File: src/rtl/lamp_pkg.sv
// Shared lighting types and defaults: ramp FSM states, bank defaults, count clamp helper.
package lamp_pkg;

  localparam int DEFAULT_NUM_LAMPS   = 16;
  localparam int DEFAULT_STEP_CYCLES = 4;

  typedef enum logic [1:0] {
    IDLE      = 2'd0,
    RAMP_UP   = 2'd1,
    RAMP_DOWN = 2'd2
  } ramp_state_t;

  function automatic int clamp_count(input int value, input int max_count);
    return (value > max_count) ? max_count : value;
  endfunction

endpackage

File: src/rtl/lamp_ramp_ctrl_if.sv
// Request/status bundle between the lamp-count source (master) and the ramp controller (slave).
interface lamp_ramp_ctrl_if
  import lamp_pkg::*;
#(
  parameter int NUM_LAMPS = DEFAULT_NUM_LAMPS,
  parameter int CNT_W     = $clog2(NUM_LAMPS + 1)
);

  logic                 target_valid;
  logic [CNT_W-1:0]     target;
  logic                 instant;
  logic [NUM_LAMPS-1:0] lights_state;
  logic [CNT_W-1:0]     active_count;
  logic                 busy;
  logic                 done;

  modport master (
    output target_valid, target, instant,
    input  lights_state, active_count, busy, done
  );

  modport slave (
    input  target_valid, target, instant,
    output lights_state, active_count, busy, done
  );

endinterface

File: src/rtl/thermo_decode.sv
// Count to thermometer code: bit i is set iff i_count > i. Purely combinational.
module thermo_decode #(
  parameter int N  = 16,
  parameter int CW = $clog2(N + 1)
) (
  input  logic [CW-1:0] i_count,
  output logic [N-1:0]  o_therm
);

  for (genvar i = 0; i < N; i++) begin : g_bit
    assign o_therm[i] = (i_count > CW'(i));
  end

endmodule

File: src/rtl/lamp_ramp_ctrl.sv
// Soft-ramp lamp bank: moves active_count one lamp per STEP_CYCLES toward the latest request,
// or jumps on instant requests; a new request always replaces the ramp in progress.
module lamp_ramp_ctrl
  import lamp_pkg::*;
#(
  parameter int NUM_LAMPS   = DEFAULT_NUM_LAMPS,
  parameter int STEP_CYCLES = DEFAULT_STEP_CYCLES
) (
  input logic             clk,
  input logic             rst,
  lamp_ramp_ctrl_if.slave bus
);

  localparam int                 CNT_W     = $clog2(NUM_LAMPS + 1);
  localparam int                 SC_W      = (STEP_CYCLES > 1) ? $clog2(STEP_CYCLES) : 1;
  localparam logic [SC_W-1:0]    STEP_LAST = SC_W'(STEP_CYCLES - 1);
  localparam logic [CNT_W-1:0]   MAX_CNT   = CNT_W'(NUM_LAMPS);

  ramp_state_t      r_state, w_state;
  logic [SC_W-1:0]  r_step, w_step;
  logic [CNT_W-1:0] r_tgt, w_tgt;
  logic [CNT_W-1:0] r_active, w_active;
  logic             r_done, w_done;

  logic [CNT_W-1:0]     w_clamped;
  logic                 w_step_edge;
  logic [NUM_LAMPS-1:0] w_lights;

  assign w_clamped   = CNT_W'(clamp_count(int'(bus.target), NUM_LAMPS));
  assign w_step_edge = (r_step == STEP_LAST);

  always_ff @(posedge clk or posedge rst) begin
    if (rst) begin
      r_state  <= IDLE;
      r_step   <= '0;
      r_tgt    <= '0;
      r_active <= '0;
      r_done   <= 1'b0;
    end else begin
      r_state  <= w_state;
      r_step   <= w_step;
      r_tgt    <= w_tgt;
      r_active <= w_active;
      r_done   <= w_done;
    end
  end

  always_comb begin
    w_state  = r_state;
    w_step   = r_step;
    w_tgt    = r_tgt;
    w_active = r_active;
    w_done   = 1'b0;

    // A request takes priority over any step due on the same edge.
    if (bus.target_valid) begin
      w_tgt  = w_clamped;
      w_step = '0;
      if (bus.instant) begin
        w_active = w_clamped;
        w_state  = IDLE;
        w_done   = 1'b1;
      end else if (w_clamped > r_active) begin
        w_state = RAMP_UP;
      end else if (w_clamped < r_active) begin
        w_state = RAMP_DOWN;
      end else begin
        w_state = IDLE;
        w_done  = 1'b1;
      end
    end else begin
      case (r_state)
        RAMP_UP: begin
          if (!w_step_edge) begin
            w_step = r_step + SC_W'(1);
          end else begin
            w_step = '0;
            if (r_active < MAX_CNT) w_active = r_active + CNT_W'(1);
            if (w_active >= r_tgt) begin
              w_state = IDLE;
              w_done  = 1'b1;
            end
          end
        end
        RAMP_DOWN: begin
          if (!w_step_edge) begin
            w_step = r_step + SC_W'(1);
          end else begin
            w_step = '0;
            if (r_active != '0) w_active = r_active - CNT_W'(1);
            if (w_active <= r_tgt) begin
              w_state = IDLE;
              w_done  = 1'b1;
            end
          end
        end
        default: ;
      endcase
    end
  end

  thermo_decode #(.N(NUM_LAMPS), .CW(CNT_W)) u_thermo (
    .i_count (r_active),
    .o_therm (w_lights)
  );

  assign bus.lights_state = w_lights;
  assign bus.active_count = r_active;
  assign bus.busy         = (r_state != IDLE);
  assign bus.done         = r_done;

endmodule

File: src/flat_wrapper.sv
// flat-port wrapper written by rule: the top's interface ports become plain ports
module lamp_ramp_ctrl_flat import lamp_pkg::*;
#(
  parameter int NUM_LAMPS   = DEFAULT_NUM_LAMPS,
  parameter int STEP_CYCLES = DEFAULT_STEP_CYCLES
)
  (clk, rst, bus_target_valid, bus_target, bus_instant, bus_lights_state, bus_active_count, bus_busy, bus_done);
  lamp_ramp_ctrl_if #(.NUM_LAMPS(NUM_LAMPS)) bus_i ();
  input logic clk;
  input logic rst;
  input wire logic [$bits(bus_i.target_valid)-1:0] bus_target_valid;
  input wire logic [$bits(bus_i.target)-1:0] bus_target;
  input wire logic [$bits(bus_i.instant)-1:0] bus_instant;
  output wire logic [$bits(bus_i.lights_state)-1:0] bus_lights_state;
  output wire logic [$bits(bus_i.active_count)-1:0] bus_active_count;
  output wire logic [$bits(bus_i.busy)-1:0] bus_busy;
  output wire logic [$bits(bus_i.done)-1:0] bus_done;
  assign bus_i.target_valid = bus_target_valid;
  assign bus_i.target = bus_target;
  assign bus_i.instant = bus_instant;
  assign bus_lights_state = bus_i.lights_state;
  assign bus_active_count = bus_i.active_count;
  assign bus_busy = bus_i.busy;
  assign bus_done = bus_i.done;
  lamp_ramp_ctrl #(.NUM_LAMPS(NUM_LAMPS), .STEP_CYCLES(STEP_CYCLES)) u_core (.clk(clk), .rst(rst), .bus(bus_i));
endmodule
File: config.mk
export PLATFORM = sky130hd
export DESIGN_NAME = lamp_ramp_ctrl_flat
export DESIGN_NICKNAME = d
export VERILOG_FILES = /design/src/rtl/lamp_pkg.sv /design/src/rtl/lamp_ramp_ctrl_if.sv /design/src/rtl/thermo_decode.sv /design/src/rtl/lamp_ramp_ctrl.sv /design/src/flat_wrapper.sv
export SDC_FILE = /design/constraint.sdc
export NUM_CORES = 1
export LEC_CHECK = 0
export BUFFER_PORTS_ARGS = -buffer_cell sky130_fd_sc_hd__buf_2
export CORE_MARGIN = 10
export CORE_UTILIZATION = 50
export CTS_BUF_LIST = sky130_fd_sc_hd__clkbuf_16
export CTS_CLUSTER_SIZE = 40
export DETAILED_ROUTE_END_ITERATION = 7
export GPL_TIMING_DRIVEN = 0
export MAX_ROUTING_LAYER = met4
export PLACE_DENSITY = 0.71
export SYNTH_ARGS = -nofsm -noshare
export SYNTH_HDL_FRONTEND = slang
export SYNTH_SLANG_ARGS = --single-unit
File: constraint.sdc
create_clock -name clk -period 6.64 [get_ports clk]
set_input_delay 0.332 -clock clk [delete_from_list [all_inputs] [get_ports clk]]
set_output_delay 0.332 -clock clk [all_outputs]
set_load 0.005 [all_outputs]
==> metrics.yaml <==
global_route:
  grt_pass1_vias: 1444
  grt_max_degree: 16
  grt.total_usage_pct: 16.0
  antenna_found_initial: 0
  grt_pass1_wl_um: 6850
  grt_overflow: 0
critical_path:
  timing.rr.end: "u_core.bus.done"
  arrival_ns: 3.46
  crit_family: "simple AND/OR/NAND/NOR gates"
  crit_path_cell_trace: "clkbuf_1 > inv_1 > ha_1 > nor3b_1 > mux2_2 > ha_1 > and3_1 > a311o_1 > a31oi_1 > nor3_1 > and3_1"
  worst_setup_path_end_kind: "register"
  cp-endpoint: "u_core.bus.done"
  worst-path-stages: 11
  worst-path-max-fanout: 10
  crit_path_max_incr_delay_ns: 0.43
  timing.rr.start: "u_core.bus.active_count[1]"
  crit_start: "u_core.bus.active_count[1]"
  cp_slowest_cell: "dfrtp_1"
  r2r_cells: 11
  crit_path_start_kind: "register"
  crit_required_ns: 6.77
  worstSetupPathType: "reg2reg"
  regToRegSetupSlack_ns: 3.30
  worst-path-buf-inv: 2
final_layout:
  nets: 265
  syn2layout_area_growth_pct: 18.5
  multiInputGateArea_um2: 1090
  drive_above_1_share_pct: 20.8
  layout_commonest_cell: "buf_2"
  fillers: 302
  n_antenna_cell: 0
  final_cell_mix: "buf_2 (34), ha_1 (24), o21ai_0 (23)"
  register_area_um2: 375
synth:
  synth-simple-area-share_pct: 20.9
  yosysSeqAreaShare_pct: 24.1
  synth_fa_ha_area_share_pct: 19.2
  synth_seq_cells: 15
  yosysTopAreaCellShare_pct: 24.1
  syn_nets: 229
  synth.area.mux_share_pct: 4.09
  synth_edf_count: 0
  synth_compound_area_share_pct: 22.1
  synth_warnings: 0
  synth_top_family_by_area: "compound AO/OA/AOI/OAI gates"
  ys_top_cells_by_area: "dfrtp_1 (24%), ha_1 (19%), o21ai_0 (7.4%), nand2_1 (4.6%), inv_1 (3.4%)"
  synth_top_cell_by_area: "dfrtp_1"
  synth_flop_cell: "dfrtp_1"
  syn_inst: 196
  ys_async_sr_fraction_pct: 100
  syn_area_per_cell_um2: 7.96
  synth_xor_area_share_pct: 3.37
  synthDistinctLibCells: 42
  syn_area_um2: 1560
timing:
  setup_viol: 0
  fin_tns_setup_ns: 0
  setup_slack_ns: 3.30
  finalHoldViolCount: 0
  rsz0062_at_grt: "no"
  slew_headroom_pct: 57.1
  clock.fmax_ghz: 0.300
  period_share_pct: 50.2
  skew_ns: 0.00287
  final_max_slew_viol_count: 0
  period_needed_ns: 3.34
  tightest_slew_ns: 0.625
clock_network:
  cts_htree_levels: 1
  cts.sinks: 15
  cts_resized: 0
  cts_made_buffers: 3
  clk_latency_ns: 0.25
  ctsHoldBuffers: 0
  cts_setup_buffers: 0
  root_buffer: "clkbuf_16"
  cts_tree: "done"
  path_clk_slew_ns: 0.05
  cts_buffer_depth: 2
die:
  initial_core_util_pct: 51.5
  die_w_um: 75.9
  fp.dieH_um: 75.9
  io_pins: 32
  rows: 20
  dieArea_um2: 5750
  core_um2: 3030
worst_hold_path:
  min-delay-path-class: "in2async"
place:
  globalplace.congestion: 0.899
  dp_slack_ns: 3.37
  port_buffers: 31
  detailed_place_hpwl_um: 3430
power_and_ir_drop:
  ir_drop_mv: 0.159
  leakage_nw: 0.918
  powerDensity_nw_per_um2: 267
outcome:
  outcome: "completed"
routing:
  dr_total_vias: 1567
  vias_per_cell: 5.70
  ant_nets: 0
  firstDrtPassIters: 4
  drt_wl_total_um: 4370
  wl_per_cell_um: 15.9
  drc_errors: 0
  drtIter0Drc: 143
flow_run:
  drv_cap: 0
logic make-up (layout without fill, tap and decap cells):
group	after synthesis	after routing
AOI/OAI and AO/OA	54	54
and+or+nand+nor	66	66
DFF	15	15
adders and majority gates	24	24
xor gates and xnor gates	6	6
buffers and inverters	25	60
muxes	6	6
worst reg2reg max path: stages, from the launching register on:
cell and delay (ns):
dfrtp_1 0.43, clkbuf_1 0.24, inv_1 0.20, ha_1 0.26
nor3b_1 0.23, mux2_2 0.38, ha_1 0.31, and3_1 0.21
a311o_1 0.35, a31oi_1 0.31, nor3_1 0.09, and3_1 0.21
worst min-delay path by stage:
stage	start	cells after the start	end
5_1_grt	rst	2	u_core.r_tgt[3]
4_1_cts	rst	2	u_core.r_tgt[1]
3_5_place_dp	rst	2	u_core.r_tgt[1]
6_report	rst	2	u_core.r_tgt[3]
2_1_floorplan	rst	1	u_core.bus.active_count[0]
3_3_place_gp	rst	2	u_core.r_tgt[1]
layout make-up:
cell class,count,area share [%]
Tap cell,44,2.98
Timing Repair Buffer,31,8.39
Sequential cell,15,20.3
Multi-Input combinational cell,156,58.8
Inverter,16,3.25
Clock buffer,3,4.06
Buffer,9,2.03
Clock inverter,1,0.203
layer usage:
layer  wire length (um)  vias up  GRT usage (%)
met5                  0        -              -
met4                 99        0           6.39
met3                344       10           2.86
met2               2000       70           26.3
met1               1920      720           19.0
li1                   -      767              -
flip-flops by register name (all words and copies together), names as in the netlist:
| name | count |
|---|---|
| u_core.r_step | 2 |
| u_core.bus.done | 1 |
| u_core.r_tgt | 5 |
| u_core.r_state | 2 |
| u_core.bus.active_count | 5 |
power by group:
part / total, mW / internal [mW] / switching (mW) / leakage, nW
logic: 0.251 / 0.108 / 0.143 / 0.683
clock network: 0.119 / 0.0800 / 0.0394 / 0.0423
registers: 0.123 / 0.108 / 0.0156 / 0.192
through the flow:
step	area, um2	hold WS, ns	total power, mW	cells	utilization (%)
2_1_floorplan	1560	0.233	0.294	196	-
3_3_place_gp	1770	0.429	0.370	271	58.5
3_5_place_dp	1770	0.436	0.375	271	58.5
4_1_cts	1850	0.174	0.495	275	61.1
5_1_grt	1850	0.192	0.533	275	61.1
6_report	1850	0.145	0.494	275	61.1
synth_stat cells (2+ instances only):
cell type   n
a221o_1     2
mux2i_1     3
nor3_1      5
ha_1       24
a21oi_1    10
buf_2       3
inv_1      14
clkbuf_1    6
and2_1      2
nand2_1    19
and3_1      3
a31oi_1     2
mux2_2      3
o21ai_0    23
nand3_1     7
inv_2       2
xnor2_1     5
nor2_1     14
nand2b_1    3
a311o_1     2
nor2b_1     6
nor3b_1     2
dfrtp_1    15
o211ai_1    3
No activity file was read; power rests on OpenSTA's default activity.
